### src/rtl/fetch_to_decode_tx.sv
// Transmit-side endpoint of the fetch-to-decode bus: a DEPTH-entry FIFO feeding a bus holding register.
// Define FETCH_DECODE_TX_BYPASS_EN to let a packet skip the empty FIFO straight onto the bus.
module fetch_to_decode_tx #(
  parameter int PKT_W = 64,
  parameter int DEPTH = 4
) (
  input  logic                           clk,
  input  logic                           rst_n,
  input  logic                           fetch_valid,
  input  logic [PKT_W-1:0]               fetch_pkt,
  output logic                           fetch_ready,
  input  logic                           flush,
  output logic                           bus_is_busy,
  output logic [PKT_W-1:0]               bus_data,
  input  logic                           bus_recv,
  output logic [$clog2(DEPTH+2)-1:0]     occupancy,
  output logic                           proto_err
);

  localparam int AW = $clog2(DEPTH);
  localparam int CW = AW + 1;
  localparam int OW = $clog2(DEPTH + 2);

  typedef enum logic {S_IDLE, S_BUSY} state_t;

  state_t           r_state;
  state_t           w_state_next;
  logic [PKT_W-1:0] r_bus_data;
  logic [PKT_W-1:0] r_mem [DEPTH];
  logic [AW-1:0]    r_wr_ptr;
  logic [AW-1:0]    r_rd_ptr;
  logic [CW-1:0]    r_count;
  logic             r_proto_err;

  logic w_busy;
  logic w_fifo_empty;
  logic w_accept;
  logic w_recv;
  logic w_bus_free;
  logic w_pop;
  logic w_byp;
  logic w_push;

  assign w_busy       = (r_state == S_BUSY);
  assign w_fifo_empty = (r_count == '0);
  assign fetch_ready  = (r_count < CW'(DEPTH));

  // Flush masks every other request in its cycle, including the protocol check.
  assign w_accept   = fetch_valid && fetch_ready && !flush;
  assign w_recv     = bus_recv && w_busy && !flush;
  assign w_bus_free = !flush && (!w_busy || w_recv);
  assign w_pop      = w_bus_free && !w_fifo_empty;

`ifdef FETCH_DECODE_TX_BYPASS_EN
  assign w_byp = w_bus_free && w_fifo_empty && w_accept;
`else
  assign w_byp = 1'b0;
`endif

  assign w_push = w_accept && !w_byp;

  always_ff @(posedge clk or negedge rst_n) begin
    if (!rst_n) begin
      r_state <= S_IDLE;
    end else begin
      r_state <= w_state_next;
    end
  end

  always_comb begin
    w_state_next = r_state;
    if (flush) begin
      w_state_next = S_IDLE;
    end else if (w_pop || w_byp) begin
      w_state_next = S_BUSY;
    end else if (w_recv) begin
      w_state_next = S_IDLE;
    end
  end

  always_ff @(posedge clk or negedge rst_n) begin
    if (!rst_n) begin
      r_bus_data <= '0;
    end else if (w_pop) begin
      r_bus_data <= r_mem[r_rd_ptr];
    end else if (w_byp) begin
      r_bus_data <= fetch_pkt;
    end
  end

  always_ff @(posedge clk) begin
    if (w_push) begin
      r_mem[r_wr_ptr] <= fetch_pkt;
    end
  end

  // Pointers wrap naturally because DEPTH is a power of two.
  always_ff @(posedge clk or negedge rst_n) begin
    if (!rst_n) begin
      r_wr_ptr <= '0;
      r_rd_ptr <= '0;
      r_count  <= '0;
    end else if (flush) begin
      r_wr_ptr <= '0;
      r_rd_ptr <= '0;
      r_count  <= '0;
    end else begin
      if (w_push) begin
        r_wr_ptr <= r_wr_ptr + AW'(1);
      end
      if (w_pop) begin
        r_rd_ptr <= r_rd_ptr + AW'(1);
      end
      if (w_push && !w_pop) begin
        r_count <= r_count + CW'(1);
      end else if (w_pop && !w_push) begin
        r_count <= r_count - CW'(1);
      end
    end
  end

  always_ff @(posedge clk or negedge rst_n) begin
    if (!rst_n) begin
      r_proto_err <= 1'b0;
    end else if (bus_recv && !w_busy && !flush) begin
      r_proto_err <= 1'b1;
    end
  end

  assign bus_is_busy = w_busy;
  assign bus_data    = r_bus_data;
  assign proto_err   = r_proto_err;
  assign occupancy   = OW'(r_count) + OW'(w_busy);

endmodule

### config.mk
export PLATFORM = sky130hd
export DESIGN_NAME = fetch_to_decode_tx
export DESIGN_NICKNAME = d
export VERILOG_FILES = /design/src/rtl/fetch_to_decode_tx.sv
export SDC_FILE = /design/constraint.sdc
export NUM_CORES = 1
export LEC_CHECK = 0
export BUFFER_PORTS_ARGS = -buffer_cell sky130_fd_sc_hd__buf_2
export CAP_MARGIN = 20
export CORE_ASPECT_RATIO = 0.8
export CORE_MARGIN = 2
export CORE_UTILIZATION = 62
export DETAILED_ROUTE_END_ITERATION = 12
export GPL_TIMING_DRIVEN = 0
export PLACE_DENSITY = 0.91
export RECOVER_POWER = 50
export SYNTH_ARGS = -nofsm -noshare
export SYNTH_HDL_FRONTEND = slang
export SYNTH_SLANG_ARGS = --single-unit
### constraint.sdc
create_clock -name clk -period 6.4 [get_ports clk]
set_input_delay 1.6 -clock clk [delete_from_list [all_inputs] [get_ports clk]]
set_output_delay 1.6 -clock clk [all_outputs]
set_load 0.01 [all_outputs]
; After elaboration in Yosys (flattened, before gate mapping)
; Memory sizes are Yosys's and may differ from the RTL's. A register that Yosys moved wholly into a read port is not among the register bits.
; Index checks and enable logic that the tools add are counted.
[word_totals]
reg_bits = 9
ramBits = 256
in_bits = 69
out_inout_bits = 70
elab_cells = 46
memories = 1
[classes]
addsub = 5
magnitude_cmp = 1
muxes = 12
reduce_logical = 22
[mem_list]
columns = memory, words, width, read_ports, rd_ports_with_merged_regs, wr, line_no
row1 = r_mem, 4, 64, 1, 1, 1, 29  ; logic [PKT_W-1:0] r_mem [DEPTH];
[op_table]
columns = operator, n
row1 = 1-bit logical AND, 10
row2 = 3-bit two-way mux, 3
row3 = 2-bit two-way mux, 4
row4 = 1-bit zero test, 6
row5 = 3-bit nonzero test, 2
row6 = 1-bit two-way mux, 5
row7 = 2-bit by 1-bit adder with 2-bit output (second input constant), 2
row8 = 2-bit nonzero test, 2
row9 = 3-bit by 1-bit adder with 3-bit output, 1
row10 = 3-bit by 1-bit adder with 3-bit output (second input constant), 1
row11 = 3-bit zero test, 1
row12 = 3-bit less-than comparator (second input constant), 1
row13 = 3-bit by 1-bit subtractor with 3-bit output (second input constant), 1
row14 = 1-bit logical OR, 1

; Logic depth before layout (Yosys ltp)
[logic_depth]
depth_word = 9
mapped_depth = 9
ltp_nobuf = 7

; Worst setup path before layout
; Ideal clock, no wire load.
[synth_timing]
kind = input port to flip-flop
from = input flush
to = memory r_mem[0][0] (enable)
setup_ps = 429
arrival_ps = 3488
required_time_ps = 5971
slack_ps = 2483
path_stages = 3
n_path_buf = 1
path_cell_list = clkbuf_1 nor2_1 and2_1
[synth_between]
elab_chain_len = 4
[synth_rtl]
columns = element, line_no
row1 = start: declaration, 12  ; input logic flush,
row2 = 1-bit zero test, 49  ; assign w_accept = fetch_valid && fetch_ready && !flush;
row3 = 1-bit logical AND, 49
row4 = 1-bit two-way mux, 92  ; if (w_push) begin
row5 = 1-bit two-way mux (implied by the code), 93  ; r_mem[r_wr_ptr] <= fetch_pkt;
row6 = end: declaration, 29
; Every way passes these cells.

; Worst setup path after layout
[layout_timing]
from = input bus_recv
to = register r_count[1]
[layout_between]
elab_chain_len = 9
word_cells_on_any_way = 11
classes_between = mux (2) / reduce/logical (9)
[layout_rtl]
columns = element, line_no
row1 = start: declaration, 15  ; input logic bus_recv,
row2 = 1-bit logical AND (*) (2 in series), 50  ; assign w_recv = bus_recv && w_busy && !flush;
row3 = 1-bit logical OR (*), 51  ; assign w_bus_free = !flush && (!w_busy || w_recv);
row4 = 1-bit logical AND (*), 51
row5 = 1-bit logical AND (*), 52  ; assign w_pop = w_bus_free && !w_fifo_empty;
row6 = 1-bit zero test, 114  ; if (w_push && !w_pop) begin
row7 = 1-bit logical AND, 114
row8 = 3-bit two-way mux, 114
row9 = 3-bit two-way mux, 103  ; end else if (flush) begin
row10 = end signal: assignment, 115  ; r_count <= r_count + CW'(1);
row11 = end signal: assignment, 117  ; r_count <= r_count - CW'(1);
row12 = end: declaration, 32  ; logic [CW-1:0] r_count;
; Every way passes the cells marked *; elsewhere a longest branch is shown, timed or not.
; A chain may end at the register's enable or synchronous reset.

==> impl_results.md <==
* Register bit total from synthesis at ~330
* Initial antenna violation count at 0
* Drt wl/cell at 23.6 um
* Cells after Synth at between 500 and 600
* Max VDD drop at around 340 uV
* Hold Buf Count CTS at 0
* Area Overhead vs Synth at 17.0%
* Post-Syn Nets at approximately 610
* Drt pass-1 iters at 5
* Die area at 0.0211 mm^2
* Largest stage delay, worst path at approximately 1000 ps
* Power Total at about 6500 uW
* Placed instance area at between 0.01 and 0.015 mm^2
* Number of top-level pins at between 100 and 150
* Post-CTS Setup Bufs at 0
* Largest net degree at the start of global routing at 60
* Max Slew Vio Count at 47
* Violated checks: capacitance limit, slew limit
* Clock root cell: clkbuf_16
* WP buf/inv at 2
* Critical Path End Type: register
* CTS Buf Count at 30
* Post-Synthesis Cell Area at approximately 0.012 mm^2
* Arr. time, crit path at between 4000 and 5000 ps
* Area share of the largest cell type after synthesis at 0.621
* Crit path launch type: input pin
* GR Util All Layers at 0.230
* Achievable frequency at ~0.25 GHz
* P per Cell Area at roughly 450 mW/mm^2
* Slew HR at -0.303
* Drt total wl at between 20000 and 25000 um
* Post-route cell area at 0.0145 mm^2
* RSZ-0062 raised after global routing: false
* Synth unique cells at 32
* Congestion Overflow GR at 0
* CTS tree: built
* First-pass GRT wire length at approximately 36000 um
* Status: finished, violations left
* CTS sink count at ~330
* Row cnt at 46
* Final setup fails at 0
* Vias after detailed routing at around 6000
* Req. time, crit path at 6860 ps
* Worst-Margin Slew at approximately 2000 ps
* Async set or reset register ratio after synthesis at 0.222
* DRC viols at 0
* Longest Clk Path Bufs at 3
* Reg clk slew, reported paths at about 60 ps
* Top post-synthesis cells by area: edfxtp_1 (62%), dfrtp_1 (15%), mux4_2 (12%)
* Crit path kind: input pin to register
* Ys Warns at 0
* Reg2reg setup slack at 3000 ps
* Core area at roughly 0.02 mm^2
* Post-place setup slack at 2650 ps
* LEAKAGE at between 0.005 and 0.006 uW
* GP Congestion at 0.768
* Worst setup path start: bus_recv
* Final HPWL DP at between 10000 and 15000 um
* Hold WS at around 500 ps
* PostCTS Resize Cnt at 0
* Setup TNS at 0 ps
* Total Nets Final at around 790
* Critical R2R Launch: bus_is_busy
* Antenna Nets Post-Route at 0
* Fillcell total at 1179
* Crit-path cells: clkbuf_1 -> nor2b_1 -> nor3_1 -> clkbuf_1 -> nor3_1 -> fa_1 -> mux2_4 -> o22ai_1
* Crit path max fanout at 10
* Via/cell ratio at about 6
* Fin Clk Skew at roughly 13 ps
* Fin crit share at 0.631
* Count leader, synth: edfxtp_1
* Synth area leader: edfxtp_1
* Crit path time final at ~4000 ps
* Clk Latency, worst-skew pair at around 540 ps
* Die Y at 130 um
* Vias in the first global route at around 6200
* Top cells by count, synth: edfxtp_1 (256), dfrtp_1 (73), mux4_2 (64), mux2_2 (35), mux2_4 (31)
* Top FF cell, synth: edfxtp_1
* Die W at approximately 160 um
* Max-cap violations at 2
* Hold Crit Class: register to register
* Starting Density at 0.629
* Max stage delay cell, worst path: nor3_1
* Final Hold Fails at 0
* Synth Area per Inst at 23.1 um^2
* IO buf count at about 140
* # H-tree levels at 1
* Post-synthesis sequential area ratio at 0.768
* CP delay by family, top: simple AND/OR/NAND/NOR gates
* Layout cell share with drive strength beyond 1 at 0.358
* Number of flops mapped to enable cells by yosys at between 200 and 300
* Initial DRC Count at between 400 and 500
* Hold path startpoint: bus_data[45]
* Setup WS post-layout at ~2400 ps
-- through the flow --
step	util	instances
after CTS	0.743	998
after detailed placement	0.688	942
final	0.736	999
after floorplan	-	535
after global placement	0.681	937
after global routing	0.736	998
-- power by group --
| part | leakage [uW] | switching (uW) | internal (uW) |
|---|---|---|---|
| Sequential | 0.00318 | 180 | 2650 |
| Clock | 0.000533 | 728 | 1180 |
| Combinational | 0.00138 | 797 | 919 |
| Total | 0.00509 | 1700 | 4750 |
-- worst reg2reg max path, cell delays in order, from the launching register on --
cell and delay (ps):
dfrtp_1 450, nor2b_1 200, nor3_1 1040, clkbuf_1 530, nor3_1 140, fa_1 500, mux2_4 280, o22ai_1 180
-- area by class of cell --
cell class / count / area [um^2] / area share
Sequential cell: 329 / 9510 / 0.657
Antenna cell: 1 / 2.50 / 0.000173
Timing Repair Buffer: 143 / 737 / 0.0509
Inverter: 5 / 18.8 / 0.00130
Clock inverter: 18 / 259 / 0.0179
Clock buffer: 38 / 822 / 0.0567
Tap cell: 264 / 330 / 0.0228
Multi-Input combinational cell: 177 / 2630 / 0.181
Buffer: 24 / 174 / 0.0120
-- metal layers --
layer  routed length (um)  vias up  GRT usage
li1                     -     2519          -
met1                 9710     3105      0.320
met2                11900      232      0.393
met3                 1610       32     0.0464
met4                  422        0     0.0484
met5                    0        -          0
-- path summary, 6_finish.rpt --
check	cells after the start	endpoint
worst max-delay path	8	r_count[1]
worst min-delay path	1	bus_data[45]
worst max register to register	7	r_count[1]
worst min register to register	1	bus_data[45]
max in group asynchronous	2	bus_data[48]
min in group asynchronous	1	bus_data[19]
-- kinds of logic after synthesis --
family / Yosys count / synth area share
buffers and inverters: 29 / 0.0166
muxes: 135 / 0.190
DFF: 329 / 0.768
adders and majority gates: 7 / 0.00768
and+or+nand+nor: 27 / 0.0132
xor gates and xnor gates: 2 / 0.00142
AOI/OAI and AO/OA: 6 / 0.00273
-- sequential cells by signal, indices dropped and copies added (netlist names) --
register     flops
r_mem          256
bus_data        64
r_count          3
r_rd_ptr         2
r_wr_ptr         2
bus_is_busy      1
proto_err        1
-- placed cells by master, fill, tap and decap left out, types with 5 or more instances in the layout --
master / count
mux2_1: 7
mux2_4: 24
edfxtp_1: 256
clkinv_1: 5
clkbuf_16: 31
clkinv_2: 6
clkbuf_1: 78
bufinv_16: 7
dfrtp_1: 73
mux4_2: 64
buf_2: 80
mux2_2: 35
buf_12: 5
mux2i_1: 5
nor2_1: 5
inv_1: 5
ha_1: 6
(Power assumes the default switching activity.)
